==> config.mk <==
export PLATFORM = sky130hd
export DESIGN_NAME = seg7_scan_driver
export DESIGN_NICKNAME = d
export VERILOG_FILES = /design/src/rtl/seg7_pkg.sv /design/src/rtl/seg7_scan_driver_hex_to_seg7.sv /design/src/rtl/seg7_scan_driver.sv
export SDC_FILE = /design/constraint.sdc
export NUM_CORES = 1
export LEC_CHECK = 0
export BUFFER_PORTS_ARGS = -buffer_cell sky130_fd_sc_hd__buf_2
export CAP_MARGIN = 10
export CORE_ASPECT_RATIO = 0.5
export CORE_MARGIN = 2
export CORE_UTILIZATION = 25
export CTS_BUF_LIST = sky130_fd_sc_hd__clkbuf_2
export DETAILED_ROUTE_END_ITERATION = 16
export GPL_TIMING_DRIVEN = 1
export PLACE_DENSITY = 0.44
export SYNTH_ARGS = -nofsm -noshare
export SYNTH_HDL_FRONTEND = slang
export SYNTH_SLANG_ARGS = --single-unit
==> constraint.sdc <==
create_clock -name clk -period 8.35 [get_ports clk]
set_input_delay 1.2525 -clock clk [delete_from_list [all_inputs] [get_ports clk]]
set_output_delay 1.2525 -clock clk [all_outputs]
set_load 0.01 [all_outputs]
==> src/rtl/seg7_pkg.sv <==
// seg7_pkg
// Shared constants and helpers for the seven-segment display blocks.
//   SEG_BLANK     : active-low segment pattern with every segment off
//   ANODE_OFF     : active-low anode pattern with every digit off
//   PHASE_FIRST   : ring-counter phase that marks the start of a frame
//   HEX_SEG_TABLE : nibble -> active-low {g,f,e,d,c,b,a} pattern
//   is_onehot4    : true when exactly one bit of a 4-bit vector is set
package seg7_pkg;

    localparam logic [6:0] SEG_BLANK   = 7'h7F;
    localparam logic [3:0] ANODE_OFF   = 4'hF;
    localparam logic [3:0] PHASE_FIRST = 4'b0001;

    // Index 0 is the first element: entry n is the pattern for hex digit n.
    localparam logic [6:0] HEX_SEG_TABLE [16] = '{
        7'h40, 7'h79, 7'h24, 7'h30, 7'h19, 7'h12, 7'h02, 7'h78,
        7'h00, 7'h10, 7'h08, 7'h03, 7'h46, 7'h21, 7'h06, 7'h0E
    };

    // v & (v - 1) clears the lowest set bit, so it is zero only for
    // vectors with at most one bit set; the non-zero test excludes 0000.
    function automatic logic is_onehot4(input logic [3:0] v);
        return (v != 4'd0) && ((v & (v - 4'd1)) == 4'd0);
    endfunction

endpackage

==> src/rtl/seg7_scan_driver_hex_to_seg7.sv <==
// hex_to_seg7
// Combinational hex nibble to active-low seven-segment decoder.
//   i_nibble : 4-bit value to display
//   o_seg    : active-low segments {g,f,e,d,c,b,a}
module hex_to_seg7
    import seg7_pkg::*;
(
    input  logic [3:0] i_nibble,
    output logic [6:0] o_seg
);

    assign o_seg = HEX_SEG_TABLE[i_nibble];

endmodule

==> src/rtl/seg7_scan_driver.sv <==
// seg7_scan_driver
// Four-digit time-multiplexed seven-segment driver. The digit strobe is the
// one-hot phase of an upstream ring counter. Display values arrive over a
// valid/ready handshake into a one-entry pending buffer and are committed to
// the shown value only at frame boundaries, so a half-updated number is
// never displayed.
//
// Handshake: a value transfers on a clock edge where i_wr_valid and
// o_wr_ready are both 1. o_wr_ready is 1 exactly when the pending buffer is
// empty; a sender seeing o_wr_ready=0 must hold i_wr_valid and i_wr_data.
//
//   clk, rst        : clock, synchronous active-high reset
//   i_phase         : one-hot digit strobe (0001 -> 1000 -> 0100 -> 0010)
//   i_wr_valid      : write request
//   i_wr_data       : value to display, nibble i is digit i
//   o_wr_ready      : pending buffer empty
//   i_blank_lz      : leading-zero suppression enable
//   o_an            : active-low anodes, o_an[i] selects digit i
//   o_seg           : active-low segments {g,f,e,d,c,b,a}
//   o_frame_start   : one-cycle pulse for each frame boundary
//   o_phase_err     : sticky flag for a non-one-hot phase
module seg7_scan_driver
    import seg7_pkg::*;
(
    input  logic        clk,
    input  logic        rst,
    input  logic [3:0]  i_phase,
    input  logic        i_wr_valid,
    input  logic [15:0] i_wr_data,
    output logic        o_wr_ready,
    input  logic        i_blank_lz,
    output logic [3:0]  o_an,
    output logic [6:0]  o_seg,
    output logic        o_frame_start,
    output logic        o_phase_err
);

    logic [15:0] r_disp;
    logic [15:0] r_pend;
    logic        r_pend_full;
    logic [3:0]  r_prev_phase;
    logic        r_wr_ready;
    logic [3:0]  r_an;
    logic [6:0]  r_seg;
    logic        r_frame_start;
    logic        r_phase_err;

    logic        w_onehot;
    logic        w_boundary;
    logic        w_accept;
    logic        w_commit;
    logic        w_pend_full_nxt;
    logic [15:0] w_disp_nxt;
    logic [3:0]  w_nibble;
    logic        w_blank;
    logic [6:0]  w_dec_seg;
    logic [6:0]  w_seg_nxt;
    logic [3:0]  w_an_nxt;

    assign w_onehot   = is_onehot4(i_phase);
    // Edge into PHASE_FIRST, so a held 0001 yields a single boundary.
    assign w_boundary = (i_phase == PHASE_FIRST) && (r_prev_phase != PHASE_FIRST);
    assign w_accept   = i_wr_valid && r_wr_ready;
    // Uses pend_full from before this cycle's write, so a write landing on
    // a boundary waits for the following one.
    assign w_commit   = w_boundary && r_pend_full;

    // Accept and commit are mutually exclusive: accept needs an empty
    // buffer, commit needs a full one.
    assign w_pend_full_nxt = w_accept ? 1'b1 : (w_commit ? 1'b0 : r_pend_full);

    // The boundary cycle already shows the committed value.
    assign w_disp_nxt = w_commit ? r_pend : r_disp;

    // Digit select and leading-zero blanking. Digit 0 is never blanked.
    always_comb begin
        w_nibble = w_disp_nxt[3:0];
        w_blank  = 1'b0;
        unique case (i_phase)
            4'b0010: begin
                w_nibble = w_disp_nxt[7:4];
                w_blank  = i_blank_lz && (w_disp_nxt[15:4] == 12'd0);
            end
            4'b0100: begin
                w_nibble = w_disp_nxt[11:8];
                w_blank  = i_blank_lz && (w_disp_nxt[15:8] == 8'd0);
            end
            4'b1000: begin
                w_nibble = w_disp_nxt[15:12];
                w_blank  = i_blank_lz && (w_disp_nxt[15:12] == 4'd0);
            end
            default: begin
                w_nibble = w_disp_nxt[3:0];
                w_blank  = 1'b0;
            end
        endcase
    end

    hex_to_seg7 u_hex_to_seg7 (
        .i_nibble (w_nibble),
        .o_seg    (w_dec_seg)
    );

    always_comb begin
        w_an_nxt  = ANODE_OFF;
        w_seg_nxt = SEG_BLANK;
        if (w_onehot) begin
            w_an_nxt  = ~i_phase;
            w_seg_nxt = w_blank ? SEG_BLANK : w_dec_seg;
        end
    end

    always_ff @(posedge clk) begin
        if (rst) begin
            r_disp        <= 16'd0;
            r_pend        <= 16'd0;
            r_pend_full   <= 1'b0;
            r_prev_phase  <= 4'd0;
            r_wr_ready    <= 1'b0;
            r_an          <= ANODE_OFF;
            r_seg         <= SEG_BLANK;
            r_frame_start <= 1'b0;
            r_phase_err   <= 1'b0;
        end else begin
            r_disp        <= w_disp_nxt;
            if (w_accept) begin
                r_pend    <= i_wr_data;
            end
            r_pend_full   <= w_pend_full_nxt;
            r_prev_phase  <= i_phase;
            r_wr_ready    <= !w_pend_full_nxt;
            r_an          <= w_an_nxt;
            r_seg         <= w_seg_nxt;
            r_frame_start <= w_boundary;
            r_phase_err   <= r_phase_err || !w_onehot;
        end
    end

    assign o_wr_ready    = r_wr_ready;
    assign o_an          = r_an;
    assign o_seg         = r_seg;
    assign o_frame_start = r_frame_start;
    assign o_phase_err   = r_phase_err;

endmodule

==> flow_summary.toml <==
[synthesis]
syn-cell-area_sq_mm = 0.00236
postSynthNetCount = 286
synth_seq_cells = 51
synth-seq-area-share_pct = 43.3
yosysMostFrequentCell = "dfxtp_1"
yosysTopAreaCellShare_pct = 43.3
synth_top_flop_cell = "dfxtp_1"
yosys.area.top_type = "dfxtp_1"
synth_simple_gate_area_share_pct = 22.8
synth_top_family_by_area = "simple AND/OR/NAND/NOR gates"
synth_fa_ha_area_share_pct = 2.66
synthArstFlopShare_pct = 0
postSynthCellCount = 257
synth_common_cells = "51 x dfxtp_1, 44 x nand2_1, 30 x a21oi_1"
synth_compound_area_share_pct = 18.7
synth_xor_area_share_pct = 0.743
synthMuxAreaShare_pct = 7.06
synth.area.top_cells = "dfxtp_1 43%, nand2_1 7.0%, a21oi_1 6.4%"
synth_edf_count = 0
ys_types = 54
synth_area_per_cell_sq_um = 9.17
yosysWarnings = 0

[power_and_ir_drop]
finalPower_w = 0.000422
p_per_area_mw_per_mm2 = 159
leakagePower_nw = 1.07
ir_worst_vdd_v = 0.0000459

[worst_setup_path]
path_class = "in2reg"
regToRegSetupSlack_ns = 5.31
crit_required_ns = 8.73
cp_slowest_stage_delay_ns = 0.53
cp-end-kind = "register"
critPathArrivalTime_ns = 3.99
cp_max_fo = 18
rr_worst_depth = 8
crit_path_cell_trace = "buf_2 > nor4b_4 > nand3_2 > mux2i_1 > a22o_1 > inv_1 > ha_1 > or3b_1 > a31o_1"
cp-start-kind = "input port"
slowest_stage = "nor4b_4"

[run_status]
outcome = "completed"

[drt]
num_vias = 1921
vias_per_cell = 4.75
ant_nets = 0
wirelength_mm = 5.91
first_iter_violations = 105
drc = 0
first_pass_iters = 4
post_drt_wl_per_cell_um = 14.6

[floorplanning]
core_area_sq_mm = 0.00892
die_h_um = 72.6
start_util_pct = 26.4
num_rows = 24
die_x_um = 141
die_area_sq_mm = 0.0103
io_pins = 38

[clock_network]
cts_htree_levels = 2
cts_buffer_depth = 2
cts_tree = "done"
cts_resized = 0
ctsHoldBuffers = 0
path_clk_slew_ns = 0.27
cts.sinks = 51
cts_buffers = 5
cts_root_buffer = "clkbuf_2"
clock_latency_ns = 0.44
cts_setup_buffers = 0

[timing]
skew_ns = 0.0128
relSlewSlack_pct = 49.3
setup_viol = 0
min_period_over_period_pct = 43.3
tightest_slew_ns = 0.761
min_period_ns = 3.62
fmax_mhz = 276
maxSlewViolCount = 0
tns_ns = 0
hold_viol_final = 0
rsz0062_at_grt = "false"

[worst_hold_path]
hp-class = "reg2reg"
hold_depth = 2

[finish]
fillCellCount = 953
fin_nets = 315
diodes = 0
area_growth_pct = 13.0
drive_gt1_share_pct = 22.3
final_cell_count_no_fill = 404

[grt]
grt_max_degree = 42
grtUsageTotal_pct = 12.1
grt_pass1_vias = 1904
met2_usage_pct = 17.6
grt_use_met1_pct = 17.6
antenna_found_initial = 0
grt_pass1_wl_mm = 9.69
grt-busiest-layer = "met2"
gr-usage-met3_pct = 3.35
overflow = 0

[run]
drv_cap = 0

[placed_design]
place_inst = 395
port_buffers = 37
place_hpwl_mm = 4.44
gp_congestion = 0.816
-- layout make-up --
type                            instances  area [sq um]  share of cell area (%)
Clock buffer                            5          25.0                   0.940
Clock inverter                          3          23.8                   0.893
Inverter                                8          30.0                    1.13
Multi-Input combinational cell        182          1220                    46.0
Sequential cell                        51          1020                    38.4
Tap cell                              117           146                    5.50
Timing Repair Buffer                   38           190                    7.15
-- metrics by stage --
| step | instance area, sq um | util (%) | hold slack (ns) | setup WS [ns] |
|---|---|---|---|---|
| finish | 2660 | 29.8 | 0.470 | 4.73 |
| global route | 2660 | 29.8 | 0.499 | 4.54 |
| CTS | 2660 | 29.8 | 0.474 | 4.74 |
| detailed placement | 2610 | 29.2 | 0.444 | 4.25 |
| global placement | 2610 | 29.2 | 0.440 | 4.33 |
| floorplan | 2360 | - | 0.436 | 4.71 |
-- where the power goes --
part           switching, W  internal, W
clock network     0.0000851    0.0000223
logic             0.0000346    0.0000212
registers        0.00000560     0.000253
-- worst paths after layout --
kind / to / startpoint
setup / recovery: o_seg[0]$_SDFF_PP1_ / i_phase[3]
hold / removal: o_phase_err$_SDFF_PP0_ / o_phase_err$_SDFF_PP0_
setup reg to reg: o_seg[0]$_SDFF_PP1_ / r_prev_phase[1]$_SDFF_PP0_
hold reg to reg: o_phase_err$_SDFF_PP0_ / o_phase_err$_SDFF_PP0_
-- state kept, by name, summed over array words and instances (netlist names) --
signal / cells
r_disp: 16
r_pend: 16
o_seg: 7
o_an: 4
r_prev_phase: 4
o_frame_start: 1
o_phase_err: 1
o_wr_ready: 1
r_pend_full: 1
-- cells in the final DEF (no fill, tap or decap), drive strengths merged, types with 5 or more instances in the layout --
master,instances
a21oi,30
mux2i,14
o21ai,5
nor2,16
dfxtp,51
o31ai,6
nand2,45
buf,37
ha,5
inv,9
nand4,5
nand3,5
nor4b,5
clkbuf,6
-- cells by family (layout without fill, tap and decap cells) --
logic type / Yosys count / count (layout)
buf+inv: 24 / 54
fa+ha+maj: 5 / 5
compound gates: 64 / 64
simple gates: 95 / 95
xor+xnor: 2 / 2
mux: 16 / 16
flops: 51 / 51
-- critical path, delay by kind of cell --
family / cells / cell delay (ns)
compound gates: 2 / 0.42
fa+ha+maj: 1 / 0.25
mux: 1 / 0.35
buf+inv: 2 / 0.30
simple gates: 3 / 1.41
-- per-layer routing --
metal | up-vias | wire length, um | share of wire (%)
li1 | 980 | - | -
met1 | 884 | 3180 | 54
met2 | 55 | 2360 | 40
met3 | 2 | 362 | 6.1
met4 | 0 | 4 | 0.068
met5 | - | 0 | 0
No activity file was read; power rests on OpenSTA's default activity.
